`src/rtl/tiny_pkg.sv`:
```
// Shared types and constants for the RAM arbiter.
package tiny_pkg;

  typedef enum logic [1:0] {
    IDLE = 2'd0,
    ADDR = 2'd1,
    DATA = 2'd2,
    DONE = 2'd3
  } arb_state_t;

  localparam logic REQ_CPU = 1'b0;
  localparam logic REQ_LDR = 1'b1;

endpackage

```
`src/rtl/rr_pick2.sv`:
```
// Two-way round-robin picker: on a tie the requester that did not win last time wins.
module rr_pick2
  import tiny_pkg::*;
(
  input  logic req0,
  input  logic req1,
  input  logic last_owner,
  output logic grant_valid,
  output logic grant_idx
);

  // Single request wins outright; a tie goes to the non-owner.
  always_comb begin
    grant_valid = req0 | req1;
    grant_idx   = REQ_CPU;
    if (req0 && req1) grant_idx = ~last_owner;
    else if (req1)    grant_idx = REQ_LDR;
  end

endmodule

```
`src/rtl/ram_arbiter.sv`:
```
// Arbitrates CPU and loader accesses onto the single-port RAM's MI/RI protocol.
module ram_arbiter
  import tiny_pkg::*;
#(
  parameter int WIDTH = 16
) (
  input  logic             clk,
  input  logic             reset,
  input  logic             cpu_req,
  input  logic             cpu_we,
  input  logic [WIDTH-1:0] cpu_addr,
  input  logic [WIDTH-1:0] cpu_wdata,
  output logic             cpu_ack,
  output logic [WIDTH-1:0] cpu_rdata,
  input  logic             ldr_req,
  input  logic             ldr_we,
  input  logic [WIDTH-1:0] ldr_addr,
  input  logic [WIDTH-1:0] ldr_wdata,
  output logic             ldr_ack,
  output logic [WIDTH-1:0] ldr_rdata,
  output logic             mem_mi,
  output logic             mem_ri,
  output logic [WIDTH-1:0] mem_write,
  input  logic [WIDTH-1:0] mem_read,
  output logic             busy,
  output logic             owner
);

  arb_state_t             state, state_nxt;
  logic                   owner_q;
  logic                   we_q;
  logic [WIDTH-1:0]       addr_q;
  logic [WIDTH-1:0]       wdata_q;
  logic [1:0][WIDTH-1:0]  rdata_q;
  logic                   grant_valid;
  logic                   grant_idx;

  rr_pick2 u_pick (
    .req0        (cpu_req),
    .req1        (ldr_req),
    .last_owner  (owner_q),
    .grant_valid (grant_valid),
    .grant_idx   (grant_idx)
  );

  // State register plus grant latching; requester inputs are only sampled in IDLE.
  always_ff @(posedge clk) begin
    if (reset) begin
      state   <= IDLE;
      owner_q <= REQ_LDR;
      we_q    <= 1'b0;
      addr_q  <= '0;
      wdata_q <= '0;
      rdata_q <= '0;
    end else begin
      state <= state_nxt;
      if (state == IDLE && grant_valid) begin
        owner_q <= grant_idx;
        we_q    <= (grant_idx == REQ_LDR) ? ldr_we    : cpu_we;
        addr_q  <= (grant_idx == REQ_LDR) ? ldr_addr  : cpu_addr;
        wdata_q <= (grant_idx == REQ_LDR) ? ldr_wdata : cpu_wdata;
      end
      if (state == DATA && !we_q) rdata_q[owner_q] <= mem_read;
    end
  end

  // Fixed four-step sequence once a grant is taken.
  always_comb begin
    state_nxt = state;
    case (state)
      IDLE:    if (grant_valid) state_nxt = ADDR;
      ADDR:    state_nxt = DATA;
      DATA:    state_nxt = DONE;
      DONE:    state_nxt = IDLE;
      default: state_nxt = IDLE;
    endcase
  end

  // Moore outputs; reset masks strobes so an aborted access never writes or acks.
  always_comb begin
    mem_mi    = 1'b0;
    mem_ri    = 1'b0;
    mem_write = '0;
    cpu_ack   = 1'b0;
    ldr_ack   = 1'b0;
    if (!reset) begin
      case (state)
        ADDR: begin
          mem_mi    = 1'b1;
          mem_write = addr_q;
        end
        DATA: begin
          if (we_q) begin
            mem_ri    = 1'b1;
            mem_write = wdata_q;
          end
        end
        DONE: begin
          cpu_ack = (owner_q == REQ_CPU);
          ldr_ack = (owner_q == REQ_LDR);
        end
        default: ;
      endcase
    end
  end

  assign busy      = (state != IDLE);
  assign owner     = owner_q;
  assign cpu_rdata = rdata_q[REQ_CPU];
  assign ldr_rdata = rdata_q[REQ_LDR];

endmodule

```
`config.mk`:
```
export PLATFORM = sky130hd
export DESIGN_NAME = ram_arbiter
export DESIGN_NICKNAME = d
export VERILOG_FILES = /design/src/rtl/tiny_pkg.sv /design/src/rtl/rr_pick2.sv /design/src/rtl/ram_arbiter.sv
export SDC_FILE = /design/constraint.sdc
export NUM_CORES = 1
export LEC_CHECK = 0
export CORE_MARGIN = 4
export CORE_UTILIZATION = 45
export DETAILED_ROUTE_END_ITERATION = 10
export PLACE_DENSITY = 0.86
export SYNTH_ARGS = -nofsm -noshare
export SYNTH_HDL_FRONTEND = slang
export SYNTH_SLANG_ARGS = --single-unit
```
`constraint.sdc`:
```
create_clock -name clk -period 4 [get_ports clk]
set_input_delay 0.8 -clock clk [delete_from_list [all_inputs] [get_ports clk]]
set_output_delay 0.8 -clock clk [all_outputs]
set_load 0.02 [all_outputs]
```
==> impl_metrics.ini, run 1 <==
[run_status]
outcome = finished clean

[hold_path]
hold_path_class = reg -> reg

[route]
drc = 0
wirelength_um = 8690
wl_met2_um = 4080
drtPass1Iterations = 4
drt-met1-wl_um = 3570
final_antenna_net_count = 0
routed_via_density = 5.22
wl_per_cell_um = 14.7
top_layer_used = met4
vias = 3096
drtIter0Drc = 134
route.met3.wl_um = 922

[synth]
syn_avg_cell_area_sq_um = 7.80
netlist.area_leader.share_pct = 44.4
yosysSeqAreaShare_pct = 44.4
ys_ff_latch = 68
ys.flop_type = dfxtp_1
async_flop_share_pct = 0
synth_edf_count = 0
synthCells = 393
yosysMostFrequentCell = nand2_1
synth_area_leader_cell = dfxtp_1
syn-num-nets = 483
yosys_warnings = 0
ys_top_cells_by_area = dfxtp_1 44%, nand2_1 16%, a311oi_1 9.4%
netlist-cell-type-count = 30
synth_common_cells = 130 x nand2_1, 68 x dfxtp_1, 50 x nor2_1, 34 x a21oi_1, 33 x a311oi_1
syn_area_sq_um = 3060

[timing]
fmax_mhz = 298
rsz0062_at_grt = no
hold_viol_final = 0
slew_headroom_pct = 44.2
clock_skew_ns = 0.00638
finalSetupTns_ns = 0
post-route-period-util_pct = 84.0
setup_viol = 0
drv_slew = 0
worst_slack_ns = 0.641
period_needed_ns = 3.36
tightest_slew_ns = 0.834

[layout]
synthToLayoutAreaGrowth_pct = 48.1
multi_input_area_sq_um = 1470
post-route-util_pct = 69.9
antenna_cells = 0
nets = 601
layout.area.seq_sq_um = 1360
post_route_cells_drive_above_1_share_pct = 4.65
fill_cells = 522

[floorplanning]
core-area_sq_um = 6490
die_width_um = 90.5
start_util_pct = 47.2
die_h_um = 90.5
row_count = 29
die_area_sq_um = 8190
pin_count = 140

[cts]
clock-sinks = 68
clkTransAtPathRegs_ns = 0.07
clk-insertion-delay-late_ns = 0.34
ctsLongestPathBuffers = 2
cts_made_buffers = 9
cts-resized-gates = 0
cts_root_buf = clkbuf_8
post_cts_buffers = 0
cts.htree.levels = 3
ctsHoldBuffers = 0
cts_tree = yes

[critical_path]
crit_type = in -> out
worst_setup_path_end_kind = output port
critPathArrivalTime_ns = 2.56
start_kind = primary input
required_ns = 3.20
crit_fanout = 29

[grt]
grt_pass1_wl_um = 14400
grt_antenna_before_repair = 0
grtUsageTotal_pct = 21.5
grt_max_degree = 50
grt_pass1_vias = 3081
grt_overflow = 0

[placed_design]
gp_congestion = 0.818
pre_cts_slack_ns = 0.649
dpl.hpwl_um = 6350
portBuffers = 139

[power]
ir_drop_mv = 0.283
power.density_nw_per_um2 = 520
p_leak_nw = 1.63

[run]
cap_violations = 0
-- cells in the final DEF, fill, tap and decap left out, drive strengths merged, types with 2 or more instances in the layout --
cell,n
nor2,50
nor2b,2
and3b,2
buf,5
clkbuf,11
a21oi,34
nor3b,2
dfxtp,68
a22oi,16
a311oi,33
ha,4
clkinv,3
clkdlybuf4s50,138
inv,3
nand2,130
-- layer usage --
metal,vias to the layer above,track usage (%)
met5,-,0
met4,0,8.42
met3,13,8.67
met2,139,34.7
met1,1373,25.4
li1,1571,-
-- sequential cells by signal (all words and copies together), names as in the netlist --
name       cells
ldr_rdata     16
cpu_rdata     16
owner          1
we_q           1
state          2
addr_q        16
wdata_q       16
-- final timing paths --
path | startpoint | end | slack, ns | depth (start not counted)
worst min-delay path | ldr_rdata[12]$_SDFFE_PP0P_ | ldr_rdata[12]$_SDFFE_PP0P_ | 0.45 | 2
worst max register to register | state[0]$_SDFFE_PP0P_ | addr_q[10]$_SDFFE_PP0P_ | 1.84 | 6
worst min register to register | ldr_rdata[12]$_SDFFE_PP0P_ | ldr_rdata[12]$_SDFFE_PP0P_ | 0.45 | 2
worst max-delay path | reset | mem_write[0] | 0.64 | 4
-- area by class of cell --
class / count / area share [%]
clock buffer: 11 / 2.90
clock inverter: 5 / 1.16
inverter: 3 / 0.248
multi-input combinational: 286 / 32.3
sequential: 68 / 30.0
tap: 77 / 2.12
timing repair buffer: 143 / 31.2
-- worst max-delay path, stage by stage --
cell	delay, ns
buf_2	0.42
nand2b_1	0.63
nor2_1	0.13
clkdlybuf4s50_1	0.57
-- kinds of logic after synthesis --
| group | count (synthesis) | synth area share (%) |
|---|---|---|
| buf+inv | 39 | 7.68 |
| flops | 68 | 44.4 |
| simple gates | 193 | 25.4 |
| compound gates | 89 | 20.8 |
| fa+ha+maj | 4 | 1.63 |
-- through the flow --
| step | instances | hold slack, ns | cell area [sq um] | total power (W) |
|---|---|---|---|---|
| 3_3_place_gp | 577 | 0.443 | 4350 | 0.00181 |
| 5_1_grt | 593 | 0.480 | 4540 | 0.00252 |
| 3_5_place_dp | 577 | 0.448 | 4350 | 0.00184 |
| 4_1_cts | 593 | 0.458 | 4540 | 0.00238 |
| 6_report | 593 | 0.455 | 4540 | 0.00236 |
| 2_1_floorplan | 393 | 0.476 | 3060 | 0.00156 |
-- report_power, final --
part	switching [W]	internal, W	total [W]
clock	0.000250	0.000285	0.000535
sequential	0.000108	0.000843	0.000950
combinational	0.000495	0.000378	0.000873
(Power assumes the default switching activity.)
==> inputs of run 2 (changes only) <==
CORE_UTILIZATION = 37   (was 45)
PLACE_DENSITY = 0.76   (was 0.86)
clock period = 2.95 ns   (was 4 ns; I/O delays follow)
==> run 2 against run 1 <==
Effect of this change:
- routed wire length rose by 4.8%
- core utilization fell by 11 points
- via count rose by 1.5%
- critical endpoint is now mem_write[14]
- highest routed layer unchanged
==> impl_metrics.ini, run 2 (synthesis gave the netlist of run 1 again) <==
[run_status]
outcome = finished clean

[grt]
grt_pass1_wl_um = 14300
grt_antenna_before_repair = 0
grt_max_degree = 55
grt_overflow = 0
grtUsageTotal_pct = 17.9
grt_pass1_vias = 3008

[timing]
period_needed_ns = 2.84
hold_viol_final = 0
setup_viol = 0
drv_slew = 0
slew_headroom_pct = 55.1
clock_skew_ns = 0.00899
whs_ns = 0.457
tightest_slew_ns = 0.671
post-route-period-util_pct = 96.1
fmax_mhz = 353

[route]
final_antenna_net_count = 0
vias = 3142
wl_per_cell_um = 14.8
drtPass1Iterations = 4
drc = 0
wirelength_um = 9110
routed_via_density = 5.09
drtIter0Drc = 88

[placed_design]
dpl.hpwl_um = 6580
place_area_sq_um = 4400
gp_congestion = 0.796
portBuffers = 139

[cts]
cts_made_buffers = 9
cts_tree = yes
ctsLongestPathBuffers = 2
cts.htree.levels = 3
clkTransAtPathRegs_ns = 0.07
clk-insertion-delay-late_ns = 0.33
cts_root_buf = clkbuf_8
clock-sinks = 68

[floorplanning]
start_util_pct = 38.8
die_h_um = 99.0
core-area_sq_um = 7890
die_width_um = 99.0
pin_count = 140
row_count = 32
die_area_sq_um = 9800

[power]
p_leak_nw = 1.90
ir_drop_mv = 0.380
report.power.total_w = 0.00325
power.density_nw_per_um2 = 701

[critical_path]
critPathSlowestCell = clkdlybuf4s50_1
required_ns = 2.36
worst-r2r-setup-slack_ns = 1.16
worst_setup_path_end_kind = output port
start_kind = flip-flop
path_cells = inv_1 > ha_1 > and2_1 > buf_4 > a22oi_1 > nor2_1 > clkdlybuf4s50_1
crit_type = reg -> out
cpPeakStageDelay_ns = 0.62
critPathArrivalTime_ns = 2.25
crit_fanout = 17

[layout]
synthToLayoutAreaGrowth_pct = 51.2
final_common_cell = nand2_1
nets = 602
mostFrequentLayoutCells = 130 x nand2_1, 124 x clkdlybuf4s50_1, 68 x dfxtp_1, 50 x nor2_1, 34 x a21oi_1
antenna_cells = 0
fin_area_sq_um = 4630
post_route_cells_drive_above_1_share_pct = 5.05

[run]
cap_violations = 0

[hold_path]
hold_path_class = reg -> reg
## run 2: metrics by stage
step                setup slack (ns)  util [%]  setup TNS, ns  instances
finish                         0.114      58.8              0        617
global placement               0.366      55.8              0        603
CTS                           0.0335      58.3              0        617
global route               -0.000312      58.8      -0.000312        617
detailed placement             0.351      55.8              0        603
floorplan                      0.864         -              0        393
## run 2: worst max-delay path: cells and delay by family (launching register included)
kind	cells	cell delay, ns
buffers and inverters	3	0.94
flip-flops	1	0.34
AND/OR/NAND/NOR	2	0.27
adder cells (fa/ha/maj)	1	0.26
AO/OA/AOI/OAI	1	0.10
## run 2: final cells by class
class / count / area (sq um)
Clock buffer: 12 / 155
Timing Repair Buffer: 144 / 1470
Fill cell: 713 / 3250
Clock inverter: 2 / 35.0
Sequential cell: 68 / 1360
Multi-Input combinational cell: 286 / 1470
Tap cell: 102 / 128
Inverter: 3 / 11.3
## run 2: timing repair
item,in CTS,in global routing
setup endpoints to repair,1,16
setup buffers,0,0
resized for setup,1,15
hold buffers,0,0
endpoints found under the hold margin,0,0
## run 2: where the power goes
part	switching, W	leakage (nW)	internal (W)	total (W)
sequential	0.000146	0.557	0.00114	0.00129
clock	0.000320	0.0983	0.000427	0.000747
combinational	0.000687	1.25	0.000526	0.00121
total	0.00115	1.90	0.00209	0.00325
## run 2: final timing paths
kind | from | end | cells after the start
max | state[0]$_SDFFE_PP0P_ | mem_write[14] | 7
min reg2reg | ldr_rdata[1]$_SDFFE_PP0P_ | ldr_rdata[1]$_SDFFE_PP0P_ | 2
max reg2reg | owner$_SDFFE_PP1P_ | addr_q[5]$_SDFFE_PP0P_ | 3
min | ldr_rdata[1]$_SDFFE_PP0P_ | ldr_rdata[1]$_SDFFE_PP0P_ | 2
## run 2: routing by layer
| layer | part of all wire [%] | track usage (%) | wire (um) |
|---|---|---|---|
| met1 | 44 | 22.5 | 4000 |
| met2 | 46 | 29.2 | 4160 |
| met3 | 9.7 | 6.37 | 881 |
| met4 | 0.81 | 5.04 | 74 |
| met5 | 0 | 0 | 0 |
